## src/rtl/instr_encoder.sv

```systemverilog
// Packs decoded instruction fields into a 32-bit word using one of eight formats.
// A single output register with valid/ready handshake; out-of-range immediates yield 0 with out_err set.
module instr_encoder (
  input  logic        clk,
  input  logic        reset_n,
  input  logic        in_valid,
  output logic        in_ready,
  input  logic [2:0]  fmt,
  input  logic [10:0] opcode,
  input  logic [4:0]  rd,
  input  logic [4:0]  rn,
  input  logic [4:0]  rm,
  input  logic [63:0] imm,
  output logic        out_valid,
  input  logic        out_ready,
  output logic [31:0] instr,
  output logic        out_err,
  output logic [15:0] enc_count,
  output logic [7:0]  err_count
);

  typedef enum logic [2:0] {
    FMT_R     = 3'd0,
    FMT_RSH   = 3'd1,
    FMT_I     = 3'd2,
    FMT_D     = 3'd3,
    FMT_CB    = 3'd4,
    FMT_B     = 3'd5,
    FMT_IM    = 3'd6,
    FMT_RAW   = 3'd7
  } fmt_e;

  // True when v zero-extended from its low w bits reproduces v.
  function automatic logic fits_unsigned(input logic [63:0] v, input int unsigned w);
    return ((v >> w) == 64'd0);
  endfunction

  // True when v sign-extended from its low w bits reproduces v.
  function automatic logic fits_signed(input logic [63:0] v, input int unsigned w);
    logic [63:0] top;
    top = $unsigned($signed(v) >>> (w - 32'd1));
    return ((top == 64'd0) || (top == {64{1'b1}}));
  endfunction

  logic [31:0] instr_r;
  logic        err_r;
  logic        valid_r;
  logic [15:0] enc_count_r;
  logic [7:0]  err_count_r;

  logic [31:0] packed_s;
  logic        range_ok_s;
  logic [31:0] next_instr_s;
  logic        next_err_s;
  logic        accept_s;
  fmt_e        fmt_s;

  assign fmt_s    = fmt_e'(fmt);
  assign in_ready = !valid_r || out_ready;
  assign accept_s = in_valid && in_ready;

  // Field packing and range check for the selected format.
  always_comb begin
    packed_s   = 32'h0000_0000;
    range_ok_s = 1'b1;
    case (fmt_s)
      FMT_R: begin
        packed_s   = {opcode, rm, 6'b000000, rn, rd};
        range_ok_s = 1'b1;
      end
      FMT_RSH: begin
        packed_s   = {opcode, 5'b00000, imm[5:0], rn, rd};
        range_ok_s = fits_unsigned(imm, 32'd6);
      end
      FMT_I: begin
        packed_s   = {opcode[10:1], imm[11:0], rn, rd};
        range_ok_s = fits_unsigned(imm, 32'd12);
      end
      FMT_D: begin
        packed_s   = {opcode, imm[8:0], 2'b00, rn, rd};
        range_ok_s = fits_signed(imm, 32'd9);
      end
      FMT_CB: begin
        packed_s   = {opcode[10:3], imm[18:0], rd};
        range_ok_s = fits_signed(imm, 32'd19);
      end
      FMT_B: begin
        packed_s   = {opcode[10:5], imm[25:0]};
        range_ok_s = fits_signed(imm, 32'd26);
      end
      FMT_IM: begin
        packed_s   = {opcode[10:2], 2'b00, imm[15:0], rd};
        range_ok_s = fits_unsigned(imm, 32'd16);
      end
      FMT_RAW: begin
        packed_s   = imm[31:0];
        range_ok_s = fits_unsigned(imm, 32'd32);
      end
      default: begin
        packed_s   = 32'h0000_0000;
        range_ok_s = 1'b0;
      end
    endcase
  end

  // An errored request must never leak a partially packed word.
  always_comb begin
    next_err_s = !range_ok_s;
    if (range_ok_s) begin
      next_instr_s = packed_s;
    end else begin
      next_instr_s = 32'h0000_0000;
    end
  end

  // Output register, handshake state and counters.
  always_ff @(posedge clk or negedge reset_n) begin
    if (!reset_n) begin
      instr_r     <= 32'h0000_0000;
      err_r       <= 1'b0;
      valid_r     <= 1'b0;
      enc_count_r <= 16'h0000;
      err_count_r <= 8'h00;
    end else begin
      if (accept_s) begin
        instr_r     <= next_instr_s;
        err_r       <= next_err_s;
        valid_r     <= 1'b1;
        enc_count_r <= enc_count_r + 16'd1;
        if (next_err_s && (err_count_r != 8'hFF)) begin
          err_count_r <= err_count_r + 8'd1;
        end
      end else if (out_ready) begin
        valid_r <= 1'b0;
      end
    end
  end

  assign instr     = instr_r;
  assign out_err   = err_r;
  assign out_valid = valid_r;
  assign enc_count = enc_count_r;
  assign err_count = err_count_r;

endmodule

```

## config.mk

```make
export PLATFORM = sky130hd
export DESIGN_NAME = instr_encoder
export DESIGN_NICKNAME = d
export VERILOG_FILES = /design/src/rtl/instr_encoder.sv
export SDC_FILE = /design/constraint.sdc
export NUM_CORES = 1
export LEC_CHECK = 0
export ABC_CLOCK_PERIOD_IN_PS = 1800
export CAP_MARGIN = 20
export CORE_MARGIN = 5
export CORE_UTILIZATION = 39
export DETAILED_ROUTE_END_ITERATION = 10
export GPL_ROUTABILITY_DRIVEN = 0
export MAX_ROUTING_LAYER = met4
export PLACE_DENSITY = 0.78
export SLEW_MARGIN = 20
export SYNTH_ARGS = -nofsm -noshare
export SYNTH_HDL_FRONTEND = slang
export SYNTH_SLANG_ARGS = --single-unit
```

## constraint.sdc

```tcl
create_clock -name clk -period 1.8 [get_ports clk]
set_input_delay 0.18 -clock clk [delete_from_list [all_inputs] [get_ports clk]]
set_output_delay 0.18 -clock clk [all_outputs]
set_load 0.02 [all_outputs]
```

==> Word level (Yosys, flattened, before mapping) <==
Index checks and enable logic that the tools add are counted.
{ "totals": {"reg_bits": 58, "inputBits": 97, "word_cells": 41} }
{ "op_classes": {"addsub": 2, "reduce_logical": 18, "n_mux": 5, "n_eq_ne": 11} }
{ "op_table": {"columns": ["op", "count"], "rows": [
  ["zero test 64 bit", 7],
  ["one-hot mux 32 bit (8 select lines)", 1],
  ["== test 64 bit, second input constant", 3],
  ["two-way mux 32 bit", 1],
  ["adder 16 x 1 -> 16 bit, second input constant", 1],
  ["== test 3 bit, second input constant", 4],
  ["adder 8 x 1 -> 8 bit, second input constant", 1],
  ["inequality test 8 bit, second input constant", 1],
  ["one-hot mux 1 bit (8 select lines)", 1],
  ["== test 3 x 2 -> 1 bit, second input constant", 2],
  ["logical OR 1 bit", 4],
  ["== test 3 x 1 -> 1 bit, second input constant", 1],
  ["zero test 3 bit", 1],
  ["logical AND 1 bit", 2],
  ["zero test 1 bit", 2],
  ["two-way mux 1 bit", 2],
  ["AND reduction 2 bit", 1],
  ["nonzero test 2 bit", 1]
]} }

==> Longest topological paths before layout <==
{ "logic_depth": {"word_depth": 6, "depth_mapped": 9, "mapped_depth_nobuf": 8} }

==> Worst setup path after synthesis <==
No wires, ideal clock.
{ "synth_path": {"path_kind": "flip-flop to flip-flop", "from": "register err_count_r[0] (netlist: err_count[0])", "to": "register err_count_r[3] (netlist: err_count[3])", "stages_incl_launch_ff": 8, "setup_slack_ps": -256, "arrival_ps": 1926, "setup_time_ps": 130, "required_ps": 1670, "period_less_slack_ps": 2056, "path_cell_list": "dfrtp_1 > ha_1 > and3_1 > and3_1 > a31oi_1 > nand4_1 > or3_1 > xnor2_1"} }
{ "synth_via": {"elab_chain_cells": 3, "word_cells_on_any_way": 4, "cone_classes": "add/sub: 1; eq/ne: 1; reduce/logical: 2"} }
{ "synth_rtl": {"columns": ["element", "line", "text"], "rows": [
  ["start, declared", "49", "logic [7:0] err_count_r;"],
  ["start signal, assigned", "131", "err_count_r <= err_count_r + 8'd1;"],
  ["parallel branches: the longest is 3 deep, another holds adder 8 x 1 -> 8 bit", null, null]
]} }
Parallel ways; which one is timed is not known.
A chain may end at the register's enable or synchronous reset.

==> Worst setup path after layout <==
{ "layout_path": {"from": "input port imm[29]", "to": "register instr_r[21] (netlist: instr[21])"} }
{ "layout_via": {"elab_chain_cells": 4, "word_cells_on_any_way": 14, "cone_classes": "eq/ne: 3; mux: 2; reduce/logical: 9"} }
{ "layout_rtl": {"columns": ["element", "line", "text"], "rows": [
  ["start, declared", "13", "input logic [63:0] imm,"],
  ["== test 64 bit / zero test 64 bit (equally long branches)", "42", "return ((top == 64'd0) || (top == {64{1'b1}}));"],
  ["logical OR 1 bit", "42", null],
  ["one-hot mux 1 bit (8 select lines) (*)", "66", "case (fmt_s)"],
  ["two-way mux 32 bit (*)", "109", "if (range_ok_s) begin"],
  ["end signal, assigned", "126", "instr_r <= next_instr_s;"],
  ["end, declared", "45", "logic [31:0] instr_r;"]
]} }
Every way passes the cells marked *; elsewhere a longest branch is shown, timed or not.

==> impl_metrics.ini <==
[run_status]
outcome = finished with violations
violations_in_the_final_reports = setup timing

[synthesis]
yosysMostFrequentCell = nand2_1
mappedNetlistNets = 489
synth_edf_count = 0
synth_ff_type = dfrtp_1
synth.area.top_cells = dfrtp_1 40%, mux2i_1 6.7%, nand2_1 6.7%
post_synth_instance_area_um2 = 3602
synthDominantCellAreaShare = 0.4029
yosys_register_bits = 58
share_of_flip_flops_with_an_asynchronous_set_or_reset = 1.000
yosys-top-cells-count = 64 x nand2_1, 58 x dfrtp_1, 33 x a21oi_1
synth.avg_cell_area_um2 = 9.236
netlist_instances = 390
ys_seq_area_frac = 0.4029
synth.largest_area_cell = dfrtp_1
yosys_warnings = 0
synthDistinctLibCells = 50

[power]
power.combinational.fraction = 0.361
power.static_leakage_nw = 2.759
power.sequential.fraction = 0.350
internal_power_mw = 3.144
power.share.clock = 0.289
power_density_nw_per_um2 = 752.6
swShare = 0.3396
max-vdd-ir-drop_uv = 407.8
p_switching_mw = 1.617

[flow_run]
max_cap_viol_count = 0

[route]
wirelength_mm = 13.77
dr.pass1.iters = 5
antenna_left = 0
routed_via_density = 5.610
detail_route.drc_violations = 0
drt_iter0_drc = 265
post_drt_wl_per_cell_um = 18.66
dr_total_vias = 4140

[floorplanning]
std_cell_rows = 35
die_height_um = 106.1
floorplan.initialDensity = 0.3955
ioPinCount = 156
fp.dieArea_um2 = 11260
design.core.area_um2 = 9109
chipWidth_um = 106.1

[critical_path]
reg_to_reg_slack_setup_ns = -0.12
critical_path.max_fanout = 4
worstPathRequired_ns = 2.04
critical_path_class = primary input to flip-flop
r2r.worst_path.cells = 7
critical_path.startpoint_type = primary input
crit-reg2reg-capture = err_count[3]$_DFFE_PN0P_
worstSetupEndpointType = flip-flop
crit-reg2reg-launch = err_count[1]$_DFFE_PN0P_
critical_path_arrival_ns = 2.19

[layout]
n_antenna_cell = 0
design_area_um2 = 6325
drive_above_1_share = 0.3270
instances_no_fill = 738
syn2layout_area_growth_pct = 75.58
finalNetCount = 721

[global_routing]
grt_antenna_before_repair = 0
grt_pass1_wl_mm = 21.27
grt.total_usage = 0.2396
grt_pass1_vias = 4284
grt_start_max_net_pins = 43
grt_remaining_overflow = 0

[clock_network]
clk_path_buf_depth = 2
cts_tree = built
clock_tree.root_cell = clkbuf_8
clk_lat_worst_skew_ns = 0.34
tritoncts_num_sinks = 58
clk_pin_slew_ns = 0.08
cts-buffers-inserted = 9
htree_levels = 3

[placed_design]
placed_cells = 711
hpwl_detailed_mm = 10.24
dpl_worst_slack_ns = -0.8565
detailed_place.area_um2 = 5902
port-buffer-count = 155

[timing]
grt_setup_unrepaired = true
setup_total_negative_slack_ns = -1.752
finalSetupViolCount = 33
layout_min_cycle_time_ns = 1.952
final_hold_viol_count = 0
fin_worst_hold_slack_ns = 0.3337
fin_worst_skew_ns = 0.008428
period_share = 1.084
maxSlewHeadroom = 0.6666
finalMaxSlewViolations = 0
timing.final.ws_setup_ns = -0.1520
fmax_mhz = 512.3
worst_slew_pin_slew_ns = 0.4959

[min_path]
min_path_type = primary input to flip-flop
hold-path-cell-count = 4
hp-start = imm[27]
whs_endpoint = instr[27]$_DFFE_PN0P_
[power groups by stage]
stage / Sequential, mW / Clock, mW / Combinational, mW
after CTS: 1.66 / 1.39 / 1.67
after global placement: 1.66 / 0 / 1.61
after detailed placement: 1.67 / 0 / 1.66
after floorplan: 1.88 / 0 / 0.472
final: 1.67 / 1.38 / 1.72
after global routing: 1.69 / 1.45 / 1.82
[sequential cells by signal (all words and copies together), names as in the netlist]
name and flops:
instr 32, enc_count 16, err_count 8, out_err 1
out_valid 1
[layer usage]
metal | part of all wire | vias to the layer above | GRT usage
met2 | 0.51 | 204 | 0.4118
met5 | 0 | - | -
li1 | - | 1926 | -
met1 | 0.39 | 1973 | 0.2774
met3 | 0.063 | 37 | 0.04493
met4 | 0.031 | 0 | 0.09251
[per-stage QoR]
step / total power, mW / utilization
6_report: 4.760 / 0.6944
5_1_grt: 4.970 / 0.6944
4_1_cts: 4.713 / 0.6830
3_5_place_dp: 3.335 / 0.6479
3_3_place_gp: 3.277 / 0.6479
2_1_floorplan: 2.350 / -
[critical path, stage by stage]
cell	delay (ns)
buf_8	0.10
nor4_4	0.32
nand4_2	0.16
or4b_4	0.57
a2bb2oi_4	0.19
nor4_4	0.05
buf_4	0.17
buf_6	0.11
buf_6	0.11
o41ai_4	0.21
[cell type report]
type | instances | area (um2)
clock buffer | 9 | 123.9
tap | 111 | 138.9
clock inverter | 7 | 101.3
inverter | 3 | 11.26
sequential | 58 | 1454
fill | 715 | 2784
timing repair buffer | 243 | 2150
multi-input combinational | 307 | 2346
[layout by cell type, fill, tap and decap left out, drive strengths merged, types with 17 or more instances in the layout]
master	instances
clkbuf	18
mux2i	24
dfrtp	58
nand2	64
o21ai	17
clkdlybuf4s50	93
a21oi	33
buf	111
o31ai	17
dlygate4sd2	17
nand4	21
[kinds of logic (layout without fill, tap and decap cells)]
kind of cell,after synthesis,after routing,synth area share
XOR/XNOR,22,22,0.05349
adder cells (fa/ha/maj),2,2,0.006946
flip-flops,58,58,0.4029
multiplexers,25,25,0.07086
buffers and inverters,25,262,0.03161
AND/OR/NAND/NOR,163,163,0.2365
AO/OA/AOI/OAI,95,95,0.1976
[worst max-delay path by stage]
stage	from	end	cells after the start
finish	imm[29]	instr[21]$_DFFE_PN0P_	10
floorplan	err_count[1]$_DFFE_PN0P_	err_count[3]$_DFFE_PN0P_	7
global placement	imm[26]	err_count[1]$_DFFE_PN0P_	10
global route	imm[56]	instr[21]$_DFFE_PN0P_	10
detailed placement	imm[26]	err_count[1]$_DFFE_PN0P_	10
CTS	imm[31]	instr[22]$_DFFE_PN0P_	9
[timing repair]
item | CTS | global route
pin swaps | 32 | 11
buffers inserted | 9 | 1
endpoints found under the setup margin | 42 | 41
hold buffers | 1 | 0
hold endpoints to repair | 18 | 0
gates resized for setup | 170 | 42
gates cloned | 0 | 1
No activity file was read; power rests on OpenSTA's default activity.
